--- src/rtl/mult_div_unit.sv ---
// Multi-cycle MULT/MULTU/DIV/DIVU unit owning the HI/LO pair, with MTHI/MTLO write ports.
// Latency: WIDTH+1 cycles from the sampled start to done (WIDTH RUN cycles plus one FIX cycle).
// No backpressure: busy stalls the pipeline; start, hi_we and lo_we are ignored while busy.
//
// Ports:
//   clk, reset (async, active-low)
//   start, op[1:0] (00 MULT, 01 MULTU, 10 DIV, 11 DIVU), a (rs), b (rt)
//   hi_we, lo_we, wdata : MTHI/MTLO writes, honoured only when idle and start is low
//   busy, done, div_by_zero, hi, lo : all registered
module mult_div_unit #(
    parameter int WIDTH = 32
) (
    input  logic             clk,
    input  logic             reset,
    input  logic             start,
    input  logic [1:0]       op,
    input  logic [WIDTH-1:0] a,
    input  logic [WIDTH-1:0] b,
    input  logic             hi_we,
    input  logic             lo_we,
    input  logic [WIDTH-1:0] wdata,
    output logic             busy,
    output logic             done,
    output logic             div_by_zero,
    output logic [WIDTH-1:0] hi,
    output logic [WIDTH-1:0] lo
);

    localparam int CW = $clog2(WIDTH);

    typedef enum logic [1:0] {IDLE, RUN, FIX} state_t;

    state_t             state_q, state_d;
    logic [CW-1:0]      cnt_q, cnt_d;
    // Multiply: {partial product high, remaining multiplier bits}.
    // Divide:   {partial remainder, dividend bits shifting out / quotient bits shifting in}.
    logic [2*WIDTH-1:0] acc_q, acc_d;
    logic [WIDTH-1:0]   dsr_q, dsr_d;      // multiplicand or divisor magnitude
    logic [WIDTH-1:0]   a_raw_q, a_raw_d;  // raw dividend for the divide-by-zero result
    logic               is_div_q, is_div_d;
    logic               neg_q, neg_d;      // product / quotient sign
    logic               rem_neg_q, rem_neg_d;
    logic               b_zero_q, b_zero_d;
    logic               busy_q, busy_d;
    logic               done_q, done_d;
    logic               dbz_q, dbz_d;
    logic [WIDTH-1:0]   hi_q, hi_d;
    logic [WIDTH-1:0]   lo_q, lo_d;

    logic               a_neg, b_neg;
    logic [WIDTH-1:0]   a_mag, b_mag;
    logic [WIDTH:0]     mul_sum;
    logic [WIDTH:0]     div_shift;
    logic [WIDTH:0]     div_trial;
    logic               div_ok;
    logic [2*WIDTH-1:0] prod;
    logic [WIDTH-1:0]   quo, rem;

    // op[0] set means unsigned: operands are taken raw.
    assign a_neg = ~op[0] & a[WIDTH-1];
    assign b_neg = ~op[0] & b[WIDTH-1];
    // The most negative value maps to 1 << (WIDTH-1), which is its correct unsigned magnitude.
    assign a_mag = a_neg ? -a : a;
    assign b_mag = b_neg ? -b : b;

    // Shift-add step: add the multiplicand when the current multiplier bit is set.
    assign mul_sum = {1'b0, acc_q[2*WIDTH-1:WIDTH]} + {1'b0, (acc_q[0] ? dsr_q : {WIDTH{1'b0}})};

    // Restoring step: shift the next dividend bit into the remainder, try to subtract.
    // A set top bit of the trial means the subtraction borrowed and is discarded.
    assign div_shift = acc_q[2*WIDTH-1:WIDTH-1];
    assign div_trial = div_shift - {1'b0, dsr_q};
    assign div_ok    = ~div_trial[WIDTH];

    assign prod = neg_q ? -acc_q : acc_q;
    assign quo  = acc_q[WIDTH-1:0];
    assign rem  = acc_q[2*WIDTH-1:WIDTH];

    always_comb begin
        state_d   = state_q;
        cnt_d     = cnt_q;
        acc_d     = acc_q;
        dsr_d     = dsr_q;
        a_raw_d   = a_raw_q;
        is_div_d  = is_div_q;
        neg_d     = neg_q;
        rem_neg_d = rem_neg_q;
        b_zero_d  = b_zero_q;
        busy_d    = busy_q;
        done_d    = 1'b0;
        dbz_d     = dbz_q;
        hi_d      = hi_q;
        lo_d      = lo_q;

        unique case (state_q)
            IDLE: begin
                if (start) begin
                    is_div_d  = op[1];
                    neg_d     = a_neg ^ b_neg;
                    rem_neg_d = a_neg;
                    b_zero_d  = (b == '0);
                    a_raw_d   = a;
                    acc_d     = {{WIDTH{1'b0}}, (op[1] ? a_mag : b_mag)};
                    dsr_d     = op[1] ? b_mag : a_mag;
                    cnt_d     = CW'(WIDTH - 1);
                    dbz_d     = 1'b0;
                    busy_d    = 1'b1;
                    state_d   = RUN;
                end else begin
                    if (hi_we) hi_d = wdata;
                    if (lo_we) lo_d = wdata;
                end
            end
            RUN: begin
                if (is_div_q) begin
                    acc_d = {(div_ok ? div_trial[WIDTH-1:0] : div_shift[WIDTH-1:0]),
                             acc_q[WIDTH-2:0], div_ok};
                end else begin
                    acc_d = {mul_sum, acc_q[WIDTH-1:1]};
                end
                if (cnt_q == '0) begin
                    state_d = FIX;
                end else begin
                    cnt_d = cnt_q - CW'(1);
                end
            end
            FIX: begin
                if (is_div_q) begin
                    if (b_zero_q) begin
                        lo_d = '1;
                        hi_d = a_raw_q;
                    end else begin
                        lo_d = neg_q ? -quo : quo;
                        hi_d = rem_neg_q ? -rem : rem;
                    end
                end else begin
                    hi_d = prod[2*WIDTH-1:WIDTH];
                    lo_d = prod[WIDTH-1:0];
                end
                dbz_d   = is_div_q & b_zero_q;
                done_d  = 1'b1;
                busy_d  = 1'b0;
                state_d = IDLE;
            end
            default: begin
                state_d = IDLE;
                busy_d  = 1'b0;
            end
        endcase
    end

    always_ff @(posedge clk or negedge reset) begin
        if (!reset) begin
            state_q   <= IDLE;
            cnt_q     <= '0;
            acc_q     <= '0;
            dsr_q     <= '0;
            a_raw_q   <= '0;
            is_div_q  <= 1'b0;
            neg_q     <= 1'b0;
            rem_neg_q <= 1'b0;
            b_zero_q  <= 1'b0;
            busy_q    <= 1'b0;
            done_q    <= 1'b0;
            dbz_q     <= 1'b0;
            hi_q      <= '0;
            lo_q      <= '0;
        end else begin
            state_q   <= state_d;
            cnt_q     <= cnt_d;
            acc_q     <= acc_d;
            dsr_q     <= dsr_d;
            a_raw_q   <= a_raw_d;
            is_div_q  <= is_div_d;
            neg_q     <= neg_d;
            rem_neg_q <= rem_neg_d;
            b_zero_q  <= b_zero_d;
            busy_q    <= busy_d;
            done_q    <= done_d;
            dbz_q     <= dbz_d;
            hi_q      <= hi_d;
            lo_q      <= lo_d;
        end
    end

    assign busy        = busy_q;
    assign done        = done_q;
    assign div_by_zero = dbz_q;
    assign hi          = hi_q;
    assign lo          = lo_q;

endmodule

--- config.mk ---
export PLATFORM = sky130hd
export DESIGN_NAME = mult_div_unit
export DESIGN_NICKNAME = d
export VERILOG_FILES = /design/src/rtl/mult_div_unit.sv
export SDC_FILE = /design/constraint.sdc
export NUM_CORES = 1
export LEC_CHECK = 0
export ABC_CLOCK_PERIOD_IN_PS = 4050
export CORE_MARGIN = 2
export CORE_UTILIZATION = 59
export DETAILED_ROUTE_END_ITERATION = 16
export GPL_TIMING_DRIVEN = 0
export PLACE_DENSITY = 0.9
export SYNTH_ARGS = -nofsm -noshare
export SYNTH_HDL_FRONTEND = slang
export SYNTH_SLANG_ARGS = --single-unit
--- constraint.sdc ---
create_clock -name clk -period 4.05 [get_ports clk]
set_input_delay 0.81 -clock clk [delete_from_list [all_inputs] [get_ports clk]]
set_output_delay 0.81 -clock clk [all_outputs]
set_load 0.03 [all_outputs]
==> results.md, run 1 <==
- Status: completed
- Seq/Total Area, Yosys: 0.303
- LEAKAGE: 8.48 nW
- Crit-path cells: inv_1, ha_1, fa_1, nand2b_1, a21oi_2, o2111ai_2, a21oi_2, a21oi_1, o21ai_2, a21oi_1, xnor2_2, buf_4, nand4_1, a32o_1
- Ys Warns: 0
- Area of the multi-input gates: 11100 µm²
- Main synth FF type: dfrtp_1
- DRT Pass-1 Iters: 6
- Most common cell in the netlist: nand2_1
- Flop and latch count out of synthesis: ~210
- Initial Util: 0.596
- Slew Limit Headroom: 0.200
- Detail Route Antenna Nets: 0
- Crit path max fanout: 10
- # rows: 62
- Post-synth top area cell: dfrtp_1
- Endpoint class of the critical path: flip-flop
- I/O pins: 170
- Final Setup Violations: 0
- Area delta synth->final: 18.7%
- Die Ht: 174 µm
- CTS tree: yes
- Crit start category: flip-flop
- Num CTS Buffers: 25
- Area of the core: between 20000 and 30000 µm²
- Layout Cells excl Fill: between 2k and 3k
- # DRC: 0
- Starting DRT DRC Count: 2524
- Dpl hpwl: ~55000 µm
- FF+latch area: 5160 µm²
- WL met2: 30300 µm
- Vias: ~19k
- Slowest cell on crit path: dfrtp_1
- Critical path data required time: 4.47 ns
- Number of global-route vias before repair: 17.7k
- Post-synth EDFFs: 0
- Post-synth cell types: between 70 and 80
- Worst Path Class, Setup: reg -> reg
- Final WL: 70400 µm
- RSZ-0062 raised after global routing: false
- Syn_area_per_cell: roughly 7.8 µm²
- Post-layout nets: 2571
- Final instance area: between 20000 and 25000 µm²
- Dpl cells: between 2k and 3k
- Max_cap viols: 0
- Area contributors post-synth: dfrtp_1 (30%), nand2_1 (7.3%), o21ai_0 (6.9%), xnor2_1 (6.3%), ha_1 (5.2%)
- Synthesized net count: approximately 2.4k
- Die Wd: around 170 µm
- GPL Wtd Cong: about 1.1
- Slew at the pin closest to its max-slew limit: between 1 and 1.5 ns
- Filler Cell Count: between 2k and 2.5k
- Metal-1 WL: 26500 µm
- CTS HTree Levels: 1
- Via-to-Cell Ratio: 6.75
- Die Area: roughly 30000 µm²
- I/O Buffers: about 170
- Post-Syn Area: 17000 µm²
- Global-route wire length before repair: between 100000 and 150000 µm
- Longest Clk Path Bufs: 3
- Largest net degree at the start of global routing: 107
- Worst path arrival time: roughly 4.5 ns
- Commonest cells in the netlist: nand2_1 (329), o21ai_0 (233), dfrtp_1 (206), nor2_1 (186), a21oi_1 (164)
- Antenna violations before repair: 4
- Avg WL per Cell: approximately 25 µm
- Hold Fails Final Rpt: 0
- FMAX: ~250 MHz
- Minimum clock period: a little over 4 ns
- Async SR Flop Fraction: 1.00
- Pwr Density: approximately 940 nW/µm²
- Mapped Cells: between 2k and 2.5k
- Metal3 WL: just under 9000 µm
- CP max stage delay: 0.51 ns
- Worst-path clk slew: ~0.060 ns
- Worst Clk Skew: 0.0332 ns
- Synth top area share: 0.303
- Maximum VDD drop: around 0.00055 V
- DP Worst Slack: -0.823 ns
- Root buf cell: clkbuf_16
- Worst Hold Class: in -> async
- Placed Area: ~19000 µm²
- Clk_lat worst skew: ~0.56 ns
- CTS sink count: 206
- GRT Util Overall: 0.455
- Total grt overflow: 0
- Uppermost layer routed: met5
- PnR worst setup slack: around 0.028 ns
- Share of post-route cells with drive strength above 1: 0.0443
- Max-slew violation count: 0
- Fin crit share: 0.993
[power breakdown]
part / internal, mW / total [mW] / switching [mW]
Combinational: 4.80 / 12.4 / 7.63
Sequential: 3.07 / 4.24 / 1.17
Clock: 1.39 / 2.38 / 0.989
Total: 9.26 / 19.1 / 9.79
[layout make-up]
class                      count  share of cell area
antenna                        1            0.000124
buffer                       157              0.0304
clock buffer                  32              0.0358
clock inverter                13             0.00694
inverter                      63              0.0117
multi-input combinational   1767               0.548
sequential                   206               0.255
tap                          384              0.0238
timing repair buffer         176              0.0875
[state kept, by name, summed over array words and instances, names as in the netlist]
register	flops
done	1
acc_q	64
busy	1
cnt_q	5
state_q	2
div_by_zero	1
dsr_q	32
a_raw_q	32
lo	32
neg_q	1
hi	32
b_zero_q	1
rem_neg_q	1
is_div_q	1
[worst paths after layout]
| check | startpoint | to | slack (ns) | cells after the start |
|---|---|---|---|---|
| setup reg to reg | acc_q[31] | acc_q[59] | 0.03 | 14 |
| hold reg to reg | lo[3] | lo[3] | 0.49 | 2 |
| setup / recovery | acc_q[31] | acc_q[59] | 0.03 | 14 |
| min in group clk | lo[3] | lo[3] | 0.49 | 2 |
| hold / removal | reset | lo[13] | 0.30 | 1 |
| max in group asynchronous | reset | cnt_q[3] | 2.70 | 2 |
[layout by cell type (no fill, tap or decap), types with 18 or more instances in the layout]
cell,instances
a21o_1,41
a21oi_1,162
a22oi_1,26
a31oi_1,18
buf_1,18
clkbuf_1,132
clkbuf_16,25
clkdlybuf4s50_1,167
dfrtp_1,205
ha_1,70
inv_1,61
mux2i_1,85
nand2_1,329
nand2b_1,23
nand3_1,33
nor2_1,186
nor3_1,23
o211ai_1,18
o21ai_0,232
o22ai_1,33
o31ai_1,27
or3_1,28
xnor2_1,121
xor2_1,82
[cell families after synthesis]
kind of cell             after synthesis  synth area share
flip-flops                           206             0.303
adder cells (fa/ha/maj)               72            0.0539
buffers and inverters                220            0.0492
multiplexers                          90            0.0533
AND/OR/NAND/NOR                      729             0.195
XOR/XNOR                             204             0.105
AO/OA/AOI/OAI                        672             0.240
[worst max-delay path, delay by kind of cell (launching register included)]
family          cells  cell delay (ns)
simple gates        2             0.40
xor+xnor            1             0.33
fa+ha+maj           2             0.65
compound gates      7             1.58
flops               1             0.51
buf+inv             2             0.42
[per-layer routing]
layer / global-route usage / vias up
met3: 0.107 / 314
li1: - / 8218
met2: 0.697 / 1472
met1: 0.598 / 8892
met4: 0.243 / 6
met5: 0 / -
[per-stage QoR]
step | total power, mW | util | setup TNS [ns] | hold WS, ns
3_3_place_gp | 15.5 | 0.671 | -1346.42 | 0.464
5_1_grt | 20.1 | 0.707 | 0 | 0.386
6_report | 19.1 | 0.707 | 0 | 0.301
4_1_cts | 18.5 | 0.705 | 0 | 0.351
3_5_place_dp | 15.9 | 0.673 | -23.32 | 0.469
2_1_floorplan | 12.0 | - | 0 | 0.445
[what timing repair did]
item,CTS,global route
setup buffers,4,3
setup endpoints to repair,47,33
cloned,0,0
pin swaps,1,4
gates resized for setup,12,8
hold buffers,0,0
Power figures use the tool's default switching activity.
==> run 2, diff against run 1 <==
- SKIP_LAST_GASP: default -> 1
- SLEW_MARGIN: default -> 30
==> results.md, run 2 (synthesis results as in run 1) <==
- # diodes: 0 (was 1)
- Initial Util: 0.596 (unchanged)
- Die Area: 30200 µm² (unchanged)
- Slew at the pin closest to its max-slew limit: 1.08 ns (was 1.20 ns)
- LEAKAGE: 8.50 nW (was 8.48 nW)
- I/O Buffers: 168 (unchanged)
- CTS tree: yes (unchanged)
- Dpl hpwl: 54900 µm (was 54700 µm)
- FMAX: 248 MHz (was 249 MHz)
- Max_cap viols: 0 (unchanged)
- Via-to-Cell Ratio: 6.76 (was 6.75)
- Crit path max fanout: 10 (unchanged)
- RSZ-0062 raised after global routing: true (was false)
- Final Setup Violations: 0 (unchanged)
- Area delta synth->final: 18.9% (was 18.7%)
- PnR worst setup slack: 0.0240 ns (was 0.0276 ns)
- Core Util, Final: 0.708 (was 0.707)
- Slew Limit Headroom: 0.277 (was 0.200)
- Worst Path Class, Setup: reg -> reg (unchanged)
- CTS HTree Levels: 1 (unchanged)
- I/O pins: 170 (unchanged)
- Most frequent cells in the layout: nand2_1 (329), o21ai_0 (233), dfrtp_1 (204) (was nand2_1 (329), o21ai_0 (232), dfrtp_1 (205))
- Worst Hold Class: in -> async (unchanged)
- Number of global-route vias before repair: 17.7k (about the same)
- Status: completed (unchanged)
- Worst-path clk slew: 0.07 ns (was 0.06 ns)
- Die Wd: 174 µm (unchanged)
- Vias: 18.9k (about the same)
- CTS sink count: 206 (unchanged)
- Num CTS Buffers: 25 (unchanged)
- Area of the core: 28500 µm² (unchanged)
- Crit start category: flip-flop (unchanged)
- Root buf cell: clkbuf_16 (unchanged)
- Maximum VDD drop: 0.000529 V (was 0.000546 V)
- Hold Fails Final Rpt: 0 (unchanged)
- Critical path data required time: 4.49 ns (was 4.47 ns)
- Filler Cell Count: 2369 (was 2320)
- Clk_lat worst skew: 0.56 ns (about the same)
- # DRC: 0 (unchanged)
- Fin crit share: 0.994 (was 0.993)
- FF+latch area: 5160 µm² (about the same)
- Pwr Density: 942 nW/µm² (was 944 nW/µm²)
- GRT Util Overall: 0.451 (was 0.455)
- Area of the multi-input gates: 11100 µm² (about the same)
- Worst reg-to-reg setup slack: 0.02 ns (was 0.03 ns)
- GPL Wtd Cong: 1.07 (unchanged)
- Worst path arrival time: 4.46 ns (was 4.45 ns)
- DRT Pass-1 Iters: 6 (unchanged)
- Power consumption: 19.1 mW (about the same)
- Endpoint class of the critical path: flip-flop (unchanged)
- Avg WL per Cell: 25.1 µm (about the same)
- Total grt overflow: 0 (unchanged)
- DP Worst Slack: -0.812 ns (was -0.823 ns)
- Final WL: 70100 µm (was 70400 µm)
- Minimum clock period: 4.03 ns (was 4.02 ns)
- Detail Route Antenna Nets: 0 (unchanged)
- Largest reg by FF count: acc_q (unchanged)
- Post-layout nets: 2568 (was 2571)
- Commonest non-fill, non-tap cell in the layout: nand2_1 (unchanged)
- Starting DRT DRC Count: 2377 (was 2524)
- Antenna violations before repair: 1 (was 4)
- Max-slew violation count: 0 (unchanged)
- Dpl cells: 2747 (was 2746)
- Largest net degree at the start of global routing: 85 (was 107)
- Max reg flops: 64 (unchanged)
- Longest Clk Path Bufs: 3 (unchanged)
- # rows: 62 (unchanged)
- Share of post-route cells with drive strength above 1: 0.0415 (was 0.0443)
- Layout Cells excl Fill: 2792 (was 2799)
- Global-route wire length before repair: 105000 µm (was 106000 µm)
- Worst Clk Skew: 0.0257 ns (was 0.0332 ns)
- Die Ht: 174 µm (unchanged)
==> run 2: cell type report <==
| type | count | area share |
|---|---|---|
| Multi-Input combinational cell | 1767 | 0.548 |
| Clock inverter | 9 | 0.00879 |
| Clock buffer | 33 | 0.0349 |
| Sequential cell | 206 | 0.255 |
| Tap cell | 384 | 0.0238 |
| Inverter | 63 | 0.0117 |
| Buffer | 157 | 0.0303 |
| Timing Repair Buffer | 173 | 0.0872 |
==> run 2: worst max-delay path: stages (launching register included) <==
cell and delay (ns):
dfrtp_1 0.53, inv_1 0.18, fa_1 0.49, nand2b_1 0.22, a21oi_2 0.26, o2111ai_2 0.23, a21oi_2 0.23, a21oi_1 0.16
o21ai_2 0.29, a21oi_1 0.20, xnor2_4 0.31, buf_4 0.30, a21oi_1 0.19, o31ai_1 0.32
==> run 2: metal layers <==
metal	vias up	GRT usage	part of all wire
met1	9071	0.596	0.39
met4	2	0.263	0.071
li1	8195	-	-
met3	296	0.0976	0.12
met2	1323	0.685	0.43
met5	-	0	0.00017
==> run 2: power breakdown <==
group	total (mW)	internal [mW]	switching [mW]
logic	12.3	4.75	7.59
clock network	2.47	1.53	0.932
registers	4.24	3.07	1.17
total	19.1	9.35	9.70
==> run 2: path summary, 6_finish.rpt <==
check	startpoint	to	cells past startpoint
worst min-delay path	reset	hi[10]	1
worst max-delay path	acc_q[32]	acc_q[0]	13
worst max register to register	acc_q[32]	acc_q[0]	13
max in group asynchronous	reset	dsr_q[13]	2
worst min register to register	lo[6]	lo[6]	2
min in group clk	lo[6]	lo[6]	2
==> run 2: through the flow <==
| stage | TNS (ns) | instance area (µm²) | hold WS [ns] |
|---|---|---|---|
| after floorplan | 0 | 17000 | 0.445 |
| after global placement | -1346.42 | 19200 | 0.464 |
| after detailed placement | -22.94 | 19200 | 0.469 |
| after CTS | 0 | 20200 | 0.167 |
| after global routing | -0.160 | 20200 | 0.178 |
| final | 0 | 20200 | 0.150 |
==> run 2: repair_timing <==
item,4_1_cts,5_1_grt
pin swaps,2,2
setup endpoints to repair,47,34
gates resized for setup,12,10
hold buffers,0,0
setup buffers,2,1
